$ cat src/rtl/novacore_cbus_pkg.sv
// Shared field positions, opcodes, status bit map and command record for the
// NovaCORE c_bus command decoder.
package novacore_cbus_pkg;

  localparam int CBUS_W      = 28;
  localparam int TOGGLE_BIT  = 27;
  localparam int OP_MSB      = 26;
  localparam int OP_LSB      = 24;
  localparam int MASK_MSB    = 23;
  localparam int MASK_LSB    = 20;
  localparam int PAYLOAD_MSB = 19;
  localparam int PAYLOAD_LSB = 0;

  localparam logic [2:0] OP_NOP        = 3'd0;
  localparam logic [2:0] OP_LOAD       = 3'd1;
  localparam logic [2:0] OP_START      = 3'd2;
  localparam logic [2:0] OP_STOP       = 3'd3;
  localparam logic [2:0] OP_READ       = 3'd4;
  localparam logic [2:0] OP_WRITE      = 3'd5;
  localparam logic [2:0] OP_SYNC       = 3'd6;
  localparam logic [2:0] OP_CLR_STATUS = 3'd7;

  localparam int ST_ACK     = 0;
  localparam int ST_LVL_LSB = 1;
  localparam int ST_LVL_W   = 5;
  localparam int ST_OVF     = 6;
  localparam int ST_BADMASK = 7;

  typedef struct packed {
    logic [OP_MSB-OP_LSB:0]           op;
    logic [MASK_MSB-MASK_LSB:0]       mask;
    logic [PAYLOAD_MSB-PAYLOAD_LSB:0] payload;
  } cmd_t;

  function automatic cmd_t unpack_cmd(input logic [CBUS_W-1:0] w);
    unpack_cmd = '{op:      w[OP_MSB:OP_LSB],
                   mask:    w[MASK_MSB:MASK_LSB],
                   payload: w[PAYLOAD_MSB:PAYLOAD_LSB]};
  endfunction

endpackage

$ cat src/rtl/novacore_cbus_cmd_fifo.sv
// Small synchronous FIFO; the head word is read straight from the storage
// registers so downstream sees registered data with no path from pop.
module novacore_cbus_cmd_fifo #(
  parameter int WIDTH = 27,
  parameter int DEPTH = 4
) (
  input  logic                     clk,
  input  logic                     rst,
  input  logic                     push,
  input  logic                     pop,
  input  logic [WIDTH-1:0]         din,
  output logic [WIDTH-1:0]         dout,
  output logic [$clog2(DEPTH):0]   level,
  output logic                     full,
  output logic                     empty
);
  localparam int AW = $clog2(DEPTH);

  logic [WIDTH-1:0] mem [DEPTH];
  logic [AW-1:0]    wr_ptr, rd_ptr;
  logic             push_ok, pop_ok;

  assign empty   = (level == '0);
  assign full    = (level == (AW+1)'(DEPTH));
  // A full FIFO still accepts a push when the head leaves on the same edge.
  assign pop_ok  = pop && !empty;
  assign push_ok = push && (!full || pop_ok);
  assign dout    = mem[rd_ptr];

  always_ff @(posedge clk or posedge rst) begin
    if (rst) begin
      wr_ptr <= '0;
      rd_ptr <= '0;
      level  <= '0;
      for (int i = 0; i < DEPTH; i++) mem[i] <= '0;
    end else begin
      if (push_ok) begin
        mem[wr_ptr] <= din;
        wr_ptr      <= wr_ptr + 1'b1;
      end
      if (pop_ok) rd_ptr <= rd_ptr + 1'b1;
      case ({push_ok, pop_ok})
        2'b10:   level <= level + 1'b1;
        2'b01:   level <= level - 1'b1;
        default: level <= level;
      endcase
    end
  end

endmodule

$ cat src/rtl/novacore_cbus_cmd_decoder.sv
// Turns host toggle events on the c_bus PIO word into queued NovaCORE commands.
// Define NOVACORE_CBUS_SYNC_EN to pass c_bus through a 2-flop synchronizer.
module novacore_cbus_cmd_decoder
  import novacore_cbus_pkg::*;
#(
  parameter int NUM_CORES  = 4,
  parameter int PAYLOAD_W  = 20,
  parameter int FIFO_DEPTH = 4
) (
  input  logic                 clk,
  input  logic                 reset,
  input  logic [27:0]          c_bus,
  output logic                 cmd_valid,
  input  logic                 cmd_ready,
  output logic [2:0]           cmd_op,
  output logic [NUM_CORES-1:0] cmd_core_mask,
  output logic [PAYLOAD_W-1:0] cmd_payload,
  output logic [31:0]          status
);
  localparam int LW = $clog2(FIFO_DEPTH) + 1;

  logic [CBUS_W-1:0] cbus_d;

`ifdef NOVACORE_CBUS_SYNC_EN
  localparam logic [1:0] ARM_CYCLES = 2'd3;
  logic [CBUS_W-1:0] sync1, sync2;
  always_ff @(posedge clk or posedge reset) begin
    if (reset) begin
      sync1 <= '0;
      sync2 <= '0;
    end else begin
      sync1 <= c_bus;
      sync2 <= sync1;
    end
  end
  assign cbus_d = sync2;
`else
  localparam logic [1:0] ARM_CYCLES = 2'd1;
  assign cbus_d = c_bus;
`endif

  logic [1:0] arm_cnt;
  logic       armed, prev_tgl, tgl, ev;
  logic       ack, ovf, bad_mask;
  logic       is_clr, is_bad, push, pop;
  logic       full, empty;
  logic [LW-1:0] level;
  cmd_t       in_cmd, head;

  // Arming waits until the detector input carries real post-reset data.
  assign armed  = (arm_cnt == ARM_CYCLES);
  assign tgl    = cbus_d[TOGGLE_BIT];
  assign in_cmd = unpack_cmd(cbus_d);
  assign ev     = armed && (tgl != prev_tgl);
  assign is_clr = (in_cmd.op == OP_CLR_STATUS);
  assign is_bad = !is_clr && (in_cmd.mask == '0);
  assign push   = ev && !is_clr && !is_bad;
  assign pop    = cmd_valid && cmd_ready;

  always_ff @(posedge clk or posedge reset) begin
    if (reset) begin
      arm_cnt  <= '0;
      prev_tgl <= 1'b0;
      ack      <= 1'b0;
      ovf      <= 1'b0;
      bad_mask <= 1'b0;
    end else begin
      if (!armed) arm_cnt <= arm_cnt + 1'b1;
      prev_tgl <= tgl;
      if (ev) ack <= tgl;
      if (ev && is_clr) begin
        ovf      <= 1'b0;
        bad_mask <= 1'b0;
      end
      if (ev && is_bad) bad_mask <= 1'b1;
      if (push && full && !pop) ovf <= 1'b1;
    end
  end

  novacore_cbus_cmd_fifo #(
    .WIDTH ($bits(cmd_t)),
    .DEPTH (FIFO_DEPTH)
  ) u_fifo (
    .clk   (clk),
    .rst   (reset),
    .push  (push),
    .pop   (pop),
    .din   (in_cmd),
    .dout  (head),
    .level (level),
    .full  (full),
    .empty (empty)
  );

  assign cmd_valid     = !empty;
  assign cmd_op        = head.op;
  assign cmd_core_mask = head.mask;
  assign cmd_payload   = head.payload;

  always_comb begin
    status                          = '0;
    status[ST_ACK]                  = ack;
    status[ST_LVL_LSB +: ST_LVL_W]  = ST_LVL_W'(level);
    status[ST_OVF]                  = ovf;
    status[ST_BADMASK]              = bad_mask;
  end

endmodule

$ cat config.mk
export PLATFORM = sky130hd
export DESIGN_NAME = novacore_cbus_cmd_decoder
export DESIGN_NICKNAME = d
export VERILOG_FILES = /design/src/rtl/novacore_cbus_pkg.sv /design/src/rtl/novacore_cbus_cmd_fifo.sv /design/src/rtl/novacore_cbus_cmd_decoder.sv
export SDC_FILE = /design/constraint.sdc
export NUM_CORES = 1
export LEC_CHECK = 0
export CORE_MARGIN = 3
export CORE_UTILIZATION = 40
export DETAILED_ROUTE_END_ITERATION = 10
export PLACE_DENSITY = 0.65
export RECOVER_POWER = 100
export SYNTH_ARGS = -nofsm -noshare
export SYNTH_HDL_FRONTEND = slang
export SYNTH_SLANG_ARGS = --single-unit
$ cat constraint.sdc
create_clock -name clk -period 4.3 [get_ports clk]
set_input_delay 1.075 -clock clk [delete_from_list [all_inputs] [get_ports clk]]
set_output_delay 1.075 -clock clk [all_outputs]
set_load 0.02 [all_outputs]
==> out/results.txt <==
Outcome: finished, violations left
Failing checks: max-capacitance violations, max-slew violations
Die Height: 128 µm
Top cells by area, synth: dfrtp_1 (51%), mux2_4 (20%), mux4_2 (10%)
Placed cell area: 6640 µm²
Synth warn: 0
Final Net Count: 462
WS Path Type: flop to output pin
Crit-path cells: buf_12, mux4_2, clkdlybuf4s50_1
Synth top area share: 50.8%
Largest net degree at the start of global routing: 74
CP Capture Type: output pin
Final min period: 3.79 ns
CTS Buf Count: 17
CTS Hold Bufs: 0
R2r worst-path depth: 5
Post-cts resize count: 0
# IOs: 91
First-pass GRT wire length: 18500 µm
Reg2reg start: arm_cnt[1]$_DFFE_PP0P_
Least-Margin Pin Slew: 2.19 ns
RSZ-0062 raised after global routing: false
Mapped cell area: 5960 µm²
Final Wtd Congestion: 0.735
Worst Setup Start Kind: flop
# diodes: 0
Rows: 43
Post-synth EDFFs: 0
Comb power frac: 42.4%
Crit path DAT: 2.71 ns
Buf/Inv on CP: 2
H-Tree Depth: 4
Share of flip-flops with an asynchronous set or reset: 100%
Maximum VDD drop: 0.460 mV
Cell chosen for the clock root: clkbuf_16
Routed Wire Length: 11100 µm
HP Start: u_fifo.mem[43]$_DFFE_PP0P_
Antenna-violating nets left: 0
TritonCTS clock tree: yes
Post-synth cell types: 28
Flop2flop setup slack: 1.90 ns
Initial antenna violation count: 0
Layout cells sized above 1: 23.8%
Initial Util: 42.0%
Vias in the first global route: 3368
Cell taking the most area after synthesis: dfrtp_1
Final hold viol count: 0
DP HPWL: 7050 µm
Crit path largest cell delay: 0.88 ns
Slowest-stage cell, CP: dfrtp_1
Detailed-route via count: 3021
Final period util: 88.0%
Die area: 16400 µm²
Delay-heaviest family, CP: flip-flops
Leakage power: 2.93 nW
F_max: 264 MHz
Seq pwr share: 34.5%
Crit Path Max Fanout: 18
Clk_lat worst skew: 0.41 ns
Switching Fraction: 32.7%
Drt wl/cell: 18.0 µm
Skew final: 0.00760 ns
Top_reg_cell synth: dfrtp_1
Switching power: 1.92 mW
# setup viols final: 0
Post-Layout Inst Area: 6910 µm²
First drt pass iteration count: 4
Hold Crit Depth: 1
HP Class: flop to flop
Total congestion overflow: 0
Slew Limit Fails: 49
Bufs on Longest Clock Path: 2
TritonCTS Sinks: 121
Syn-to-layout area delta: 15.8%
CP required: 3.22 ns
Setup TNS: 0 ns
Chip Width: 128 µm
Core Footprint: 14200 µm²
Max-cap violations: 1
Clk slew on worst S/H paths: 0.05 ns
DRT iter0 DRCs: 124
Hold Path End: u_fifo.mem[43]$_DFFE_PP0P_
Pwr dens: 849 nW/µm²
Clock group share of total power: 23.1%
Post-CTS Setup Bufs: 0
Avg Inst Size Synth: 16.9 µm²
Slew HR: -47.0%
R2R Path End: u_fifo.mem[46]$_DFFE_PP0P_
Sequential area share after synthesis: 50.8%
FF+latch count, synth: 121
Vias per cell: 4.90
Remaining design rule violation count: 0
Tot GR Track Use: 15.0%
Pint: 3.95 mW
PortBufs: 64
Post-synthesis instance total: 352
-- routing by layer --
layer | share of wire (%) | track usage (%) | vias to the layer above
li1 | - | - | 1367
met1 | 47 | 20.5 | 1568
met2 | 47 | 22.3 | 75
met3 | 4.8 | 5.04 | 11
met4 | 1.0 | 5.24 | 0
met5 | 0 | 0 | -
-- worst reg2reg max path: stages (launching register included) --
cell and delay (ns):
dfrtp_1 0.37, inv_1 0.05, ha_1 0.30, nand4_4 0.27
nor2_4 0.86, mux2_2 0.43
-- layout make-up --
type,instances,area (µm²)
multi-input combinational,205,2350
inverter,8,31.3
tap,180,225
clock buffer,25,505
timing repair buffer,71,703
sequential,121,3030
clock inverter,7,65.1
fill,1284,7300
-- worst max-delay path by stage --
stage | startpoint | end | slack [ns] | depth (start not counted)
floorplan | reset | ack$_DFFE_PP0P_ | 0.01 | 1
global placement | c_bus[20] | u_fifo.level[2]$_DFFE_PP0P_ | 0.54 | 11
detailed placement | c_bus[21] | u_fifo.level[2]$_DFFE_PP0P_ | 0.53 | 11
CTS | u_fifo.rd_ptr[0]$_DFFE_PP0P_ | cmd_core_mask[3] | 0.69 | 3
global route | u_fifo.rd_ptr[0]$_DFFE_PP0P_ | cmd_core_mask[3] | 0.32 | 3
finish | u_fifo.rd_ptr[0]$_DFFE_PP0P_ | cmd_op[1] | 0.51 | 3
-- power groups by stage --
stage | combinational [mW] | sequential [mW] | clock [mW]
global route | 2.67 | 2.11 | 1.44
CTS | 2.96 | 2.05 | 1.40
global placement | 2.90 | 2.03 | 0
detailed placement | 2.95 | 2.06 | 0
finish | 2.49 | 2.02 | 1.35
floorplan | 2.15 | 1.94 | 0
-- state kept, by name, summed over array words and instances, names as in the netlist --
| signal | flops |
|---|---|
| u_fifo.rd_ptr | 2 |
| ack | 1 |
| prev_tgl | 1 |
| u_fifo.level | 3 |
| u_fifo.wr_ptr | 2 |
| bad_mask | 1 |
| ovf | 1 |
| u_fifo.mem | 108 |
| arm_cnt | 2 |
-- cell usage in the layout (no fill, tap or decap), types with 2 or more instances in the layout --
master and n:
dfrtp_1 121, nand2_1 7, nor2_1 5, ha_1 6
nor2_4 2, mux2_4 9, inv_1 7, clkbuf_8 5
mux2_2 30, xnor2_1 4, clkbuf_1 7, clkinvlp_4 2
mux4_2 27, nor2_8 2, buf_12 2, conb_1 26
mux2_1 71, dlygate4sd3_1 21, clkinv_2 4, xor2_1 4
clkbuf_16 17, clkdlybuf4s50_1 43
-- through the flow --
stage	hold WS (ns)	setup slack (ns)	power, mW	util (%)	instances
3_5_place_dp	0.479	0.535	5.00	46.8	585
4_1_cts	0.488	0.691	6.41	50.8	617
3_3_place_gp	0.467	0.544	4.94	46.8	585
2_1_floorplan	0.453	0.0108	4.10	-	377
6_report	0.480	0.515	5.86	48.6	617
5_1_grt	0.495	0.319	6.23	48.6	617
-- kinds of logic (layout without fill, tap and decap cells) --
| family | Yosys count | after routing | synth area share (%) |
|---|---|---|---|
| and+or+nand+nor | 23 | 23 | 3.25 |
| other | 1 | 26 | 0.0629 |
| DFF | 121 | 121 | 50.8 |
| AOI/OAI and AO/OA | 3 | 3 | 0.378 |
| adders and majority gates | 7 | 7 | 1.59 |
| xor gates and xnor gates | 8 | 8 | 1.17 |
| muxes | 138 | 138 | 36.2 |
| buffers and inverters | 51 | 111 | 6.59 |
-- synth_stat cells, types with 2 or more instances --
library cell	count
mux2_2	30
buf_4	29
nand2_1	7
xnor2_1	4
mux2_4	80
ha_1	6
dfrtp_1	121
buf_2	2
inv_1	8
nor2_1	5
xor2_1	4
nor2_8	4
clkbuf_1	4
mux4_2	27
buf_8	8
No activity file was read; power rests on OpenSTA's default activity.
